--- config.mk ---
export PLATFORM = sky130hd
export DESIGN_NAME = hazard_fwd_unit
export DESIGN_NICKNAME = d
export VERILOG_FILES = /design/src/rtl/pipe_ctrl_pkg.sv /design/src/rtl/hazard_fwd_unit_fwd_select.sv /design/src/rtl/hazard_fwd_unit.sv
export SDC_FILE = /design/constraint.sdc
export NUM_CORES = 1
export LEC_CHECK = 0
export ABC_AREA = 1
export ABC_CLOCK_PERIOD_IN_PS = 1400
export BUFFER_PORTS_ARGS = -buffer_cell sky130_fd_sc_hd__buf_2
export CAP_MARGIN = 0
export CORE_ASPECT_RATIO = 1.4
export CORE_MARGIN = 2
export CORE_UTILIZATION = 49
export DETAILED_ROUTE_END_ITERATION = 8
export PLACE_DENSITY = 0.84
export SLEW_MARGIN = 30
export SYNTH_ARGS = -nofsm -noshare
export SYNTH_HDL_FRONTEND = slang
export SYNTH_SLANG_ARGS = --single-unit
--- constraint.sdc ---
create_clock -name clk -period 1.4 [get_ports clk]
set_input_delay 0.28 -clock clk [delete_from_list [all_inputs] [get_ports clk]]
set_output_delay 0.28 -clock clk [all_outputs]
set_load 0.02 [all_outputs]
--- src/rtl/pipe_ctrl_pkg.sv ---
// Shared pipeline-control types: forwarding selects and shadow-stage bundles.
// Used by hazard_fwd_unit and fwd_select.
package pipe_ctrl_pkg;

  localparam logic [1:0] FWD_REG = 2'b00;
  localparam logic [1:0] FWD_WB  = 2'b01;
  localparam logic [1:0] FWD_MEM = 2'b10;

  localparam logic [4:0] REG_ZERO = 5'd0;

  typedef struct packed {
    logic       valid;
    logic [4:0] rs;
    logic [4:0] rt;
    logic       uses_rs;
    logic       uses_rt;
    logic [4:0] dest;
    logic       regwrite;
    logic       memread;
  } ex_sh_t;

  typedef struct packed {
    logic       valid;
    logic [4:0] dest;
    logic       regwrite;
  } wr_sh_t;

  function automatic logic writes(
    input logic       valid,
    input logic       regwrite,
    input logic [4:0] dest,
    input logic [4:0] r
  );
    return valid & regwrite &
           (dest == r) & (r != REG_ZERO);
  endfunction

endpackage

--- src/rtl/hazard_fwd_unit_fwd_select.sv ---
// Per-operand forwarding select: MEM result beats WB result beats regfile.
// Register 0 never matches.
module fwd_select
  import pipe_ctrl_pkg::*;
(
  input  logic [4:0] src,
  input  logic       mem_valid,
  input  logic       mem_regwrite,
  input  logic [4:0] mem_dest,
  input  logic       wb_valid,
  input  logic       wb_regwrite,
  input  logic [4:0] wb_dest,
  output logic [1:0] sel
);

  always_comb begin
    sel = FWD_REG;
    if (writes(mem_valid, mem_regwrite,
               mem_dest, src))
      sel = FWD_MEM;
    else if (writes(wb_valid, wb_regwrite,
                    wb_dest, src))
      sel = FWD_WB;
  end

endmodule

--- src/rtl/hazard_fwd_unit.sv ---
// Hazard detection and forwarding control with EX/MEM/WB shadow stages.
// HAZARD_FWD_EN enables forwarding; otherwise RAW hazards stall instead.
module hazard_fwd_unit
  import pipe_ctrl_pkg::*;
#(
  parameter int REG_W = 5,
  parameter int CNT_W = 16
) (
  input  logic             clk,
  input  logic             rst_n,
  input  logic             id_valid,
  input  logic [REG_W-1:0] id_rs,
  input  logic [REG_W-1:0] id_rt,
  input  logic             id_uses_rs,
  input  logic             id_uses_rt,
  input  logic [REG_W-1:0] id_dest,
  input  logic             id_regwrite,
  input  logic             id_memread,
  input  logic             ex_branch_taken,
  output logic [1:0]       fwd_a_sel,
  output logic [1:0]       fwd_b_sel,
  output logic             stall,
  output logic             flush,
  output logic [CNT_W-1:0] stall_cnt
);

  ex_sh_t ex, ex_d;
  wr_sh_t mem, wb;
  logic   hit_ex, hit_mem, raw_stall;

  assign hit_ex =
    (id_uses_rs &
     writes(ex.valid, ex.regwrite, ex.dest, id_rs)) |
    (id_uses_rt &
     writes(ex.valid, ex.regwrite, ex.dest, id_rt));

  assign hit_mem =
    (id_uses_rs &
     writes(mem.valid, mem.regwrite, mem.dest, id_rs)) |
    (id_uses_rt &
     writes(mem.valid, mem.regwrite, mem.dest, id_rt));

`ifdef HAZARD_FWD_EN
  logic [4:0] src_a, src_b;

  assign raw_stall = id_valid & ex.memread & hit_ex;
  assign src_a = ex.uses_rs ? ex.rs : REG_ZERO;
  assign src_b = ex.uses_rt ? ex.rt : REG_ZERO;

  fwd_select u_fwd_a (
    .src          (src_a),
    .mem_valid    (mem.valid),
    .mem_regwrite (mem.regwrite),
    .mem_dest     (mem.dest),
    .wb_valid     (wb.valid),
    .wb_regwrite  (wb.regwrite),
    .wb_dest      (wb.dest),
    .sel          (fwd_a_sel)
  );

  fwd_select u_fwd_b (
    .src          (src_b),
    .mem_valid    (mem.valid),
    .mem_regwrite (mem.regwrite),
    .mem_dest     (mem.dest),
    .wb_valid     (wb.valid),
    .wb_regwrite  (wb.regwrite),
    .wb_dest      (wb.dest),
    .sel          (fwd_b_sel)
  );
`else
  logic unused_shadow;

  // Without bypass paths any in-flight EX/MEM writer must drain first.
  assign raw_stall = id_valid & (hit_ex | hit_mem);
  assign fwd_a_sel = FWD_REG;
  assign fwd_b_sel = FWD_REG;
  assign unused_shadow = ^{ex.rs, ex.rt, ex.uses_rs,
                           ex.uses_rt, ex.memread, wb};
`endif

  assign flush = rst_n & ex_branch_taken;
  assign stall = raw_stall & ~ex_branch_taken;

  always_comb begin
    ex_d = '0;
    if (!(stall | flush)) begin
      ex_d.valid    = id_valid;
      ex_d.rs       = id_rs;
      ex_d.rt       = id_rt;
      ex_d.uses_rs  = id_uses_rs;
      ex_d.uses_rt  = id_uses_rt;
      ex_d.dest     = id_dest;
      ex_d.regwrite = id_regwrite;
      ex_d.memread  = id_memread;
    end
  end

  always_ff @(posedge clk or negedge rst_n) begin
    if (!rst_n) begin
      ex  <= '0;
      mem <= '0;
      wb  <= '0;
    end else begin
      ex  <= ex_d;
      mem <= '{valid:    ex.valid,
               dest:     ex.dest,
               regwrite: ex.regwrite};
      wb  <= mem;
    end
  end

  always_ff @(posedge clk or negedge rst_n) begin
    if (!rst_n)
      stall_cnt <= '0;
    else if (stall && !(&stall_cnt))
      stall_cnt <= stall_cnt + 1'b1;
  end

endmodule

==> metrics.txt <==
dominant cell type by area after synthesis=dfrtp_1; post-synthesis compound-gate area fraction=0.01213; CTS tree=done; maximum vdd ir drop=between 600 and 700 uV; Worst Setup Start Kind=register; crit end category=output pin; Simple-Gate Fraction of Synth Area=0.4112; global-route wire length before repair=8169 um; number of global-route vias before repair=1987; most used cell, CP=nand2_1; crit path time final=1806 ps; Worst Hold Class=in2async; dpl ws=-288.5 ps; Crit-path slowest cell=dfrtp_1; share of post-route cells with drive strength above 1=0.3884; skew final=5.960 ps; outcome=complete, but fails checks; mux cell area share after synthesis=0; Die ar.=4528 um^2; Area Growth Syn to Fin=37.80%; Post-Route Utilization=0.6950; Clock Sinks=30; HPWL after DPL=between 3000 and 4000 um; RD Place Congestion=~0.96; crit-path cells=inv_1, a21oi_1, nand2_1, nor2_2, nand2_1, nand2_1, nand2_2, nand2_4, nand2_4, inv_4, buf_6; nets=a little under 400; TritonRoute pass-1 iters=4; sequential area share after synthesis=0.3831; f_max=0.5536 GHz; Max clock buf depth=2; commonest non-fill, non-tap cells in the layout=nand2_1, inv_1, buf_2; Diodes inserted=0; setup slack after layout=-406.4 ps; #FFs+latches synth=30; final setup fails=24; root buffer cell=clkbuf_8; worst path arrival time=about 1500 ps; Reg2Reg Setup Slack=-380 ps; PD cells=761.6 nW/um^2; post-synthesis instance total=280; Tcrit/Tclk final=1.290; height of the chip=78.82 um; number of max-cap violations=0; vias=a little under 2000; largest family of logic cells by synthesized area=simple AND/OR/NAND/NOR gates; CORE AREA=3885 um^2; syn avg cell area=approximately 7.0 um^2; Max Slew Vio Count=0; largest net degree at the start of global routing=31; row count=27; DRC=0; Num CTS Buffers=5; Routed wire per std cell=11.72 um; clk_lat worst skew=280 ps; Crit path max-delay family=simple AND/OR/NAND/NOR gates; Leakage=1.570 nW; Total GRT Usage=0.2330; dpl cells=392; H-tree depth=2; Bufs and invs on worst path=3; Worst path max stage delay=380 ps; commonest non-fill, non-tap cell in the layout=nand2_1; worst-path maximum fanout=3; initial antenna violation count=0; critical path type=reg2out; Reg clk slew, reported paths=around 70 ps; Post-Syn Area=1959 um^2; Ports=45; Final Hold Vio Count=0; synth warn=0; largest cells by area after synthesis=dfrtp_1, nand2_1, inv_1; Die W=57.45 um; post-synthesis adder-cell area fraction=0.006386; Yosys cell types=26; hold_buf cts=0; grt total ovfl=0; unrepaired setup endpoints after global routing=true; Initial DRC Count=97; port buffer count=39; violated checks=setup timing; top-area cell type share of the netlist area=0.3831; Vias per Instance=between 4 and 5; initial core utilization=0.5043; Worst Path Required=about 1100 ps; antenna-violating nets left=0; Post-Synth XOR/XNOR Area=0.05811; DRT Wirelength=4758 um; non-filler instance count after layout=between 400 and 500; fill count=321
==> worst paths after layout <==
path | start | end | cells past startpoint
setup / recovery | mem[3] | stall | 11
hold / removal | rst_n | stall_cnt[15] | 2
setup reg to reg | mem[3] | stall_cnt[13] | 15
hold reg to reg | ex[19] | mem[6] | 0
max in group asynchronous | rst_n | stall_cnt[1] | 2
min in group clk | id_dest[3] | ex[5] | 3
==> layer usage <==
metal / track usage / share of wire / wire length [um]
met1: 0.2416 / 0.37 / 1768
met2: 0.4295 / 0.55 / 2604
met3: 0.03420 / 0.048 / 229
met4: 0.1372 / 0.033 / 156
met5: 0 / 0 / 0
==> power by group <==
part	leakage, nW	internal, mW	switching, mW
Sequential	0.390	0.899	0.0285
Clock	0.0579	0.523	0.335
Combinational	1.12	0.108	0.163
Total	1.57	1.53	0.526
==> cells in the mapped netlist <==
| master | count |
|---|---|
| a21oi_2 | 1 |
| nand3_1 | 14 |
| a21oi_1 | 3 |
| nand3_2 | 1 |
| buf_6 | 1 |
| inv_1 | 45 |
| nand3_4 | 1 |
| ha_1 | 1 |
| nand2_2 | 18 |
| nor3_4 | 1 |
| nor4_1 | 1 |
| xnor2_1 | 5 |
| dfrtp_1 | 30 |
| nor2_4 | 2 |
| nand2_4 | 1 |
| buf_12 | 1 |
| nand4_1 | 3 |
| nand2_1 | 103 |
| nor3_1 | 2 |
| conb_1 | 1 |
| xor2_1 | 8 |
| nand4_2 | 1 |
| inv_2 | 5 |
| nor2_2 | 4 |
| nor2_1 | 23 |
| buf_4 | 4 |
==> stage by stage <==
stage          hold slack (ps)  TNS, ps  total power [mW]  area, um^2
4_1_cts                  35.10    -5258             2.073        2675
6_report                 24.63    -6369             2.056        2700
3_3_place_gp             342.1    -4613             1.195        2467
2_1_floorplan           -15.59    -2479             1.093        2007
3_5_place_dp             339.5    -5348             1.201        2467
5_1_grt                  53.26   -10510             2.150        2700
==> cells by family after synthesis <==
kind of cell               count (synthesis)
xor gates and xnor gates                  13
and+or+nand+nor                          175
buffers and inverters                     56
other                                      1
DFF                                       30
AOI/OAI and AO/OA                          4
adders and majority gates                  1
==> sequential cells by signal (all words and copies together) (netlist names) <==
register / count
stall_cnt: 16
ex: 7
mem: 7
==> area by class of cell <==
cell class	instances	area [um^2]	area share
Tap cell	43	53.80	0.01993
Inverter	50	190.2	0.07044
Sequential cell	30	754.5	0.2794
Clock buffer	5	68.82	0.02549
Timing Repair Buffer	78	526.8	0.1951
Clock inverter	3	40.04	0.01483
Multi-Input combinational cell	197	1066	0.3948
==> timing repair <==
item	CTS	global route
setup endpoints to repair	24	24
pin swaps	6	6
setup buffers	6	3
gates resized for setup	15	9
(Power assumes the default switching activity.)
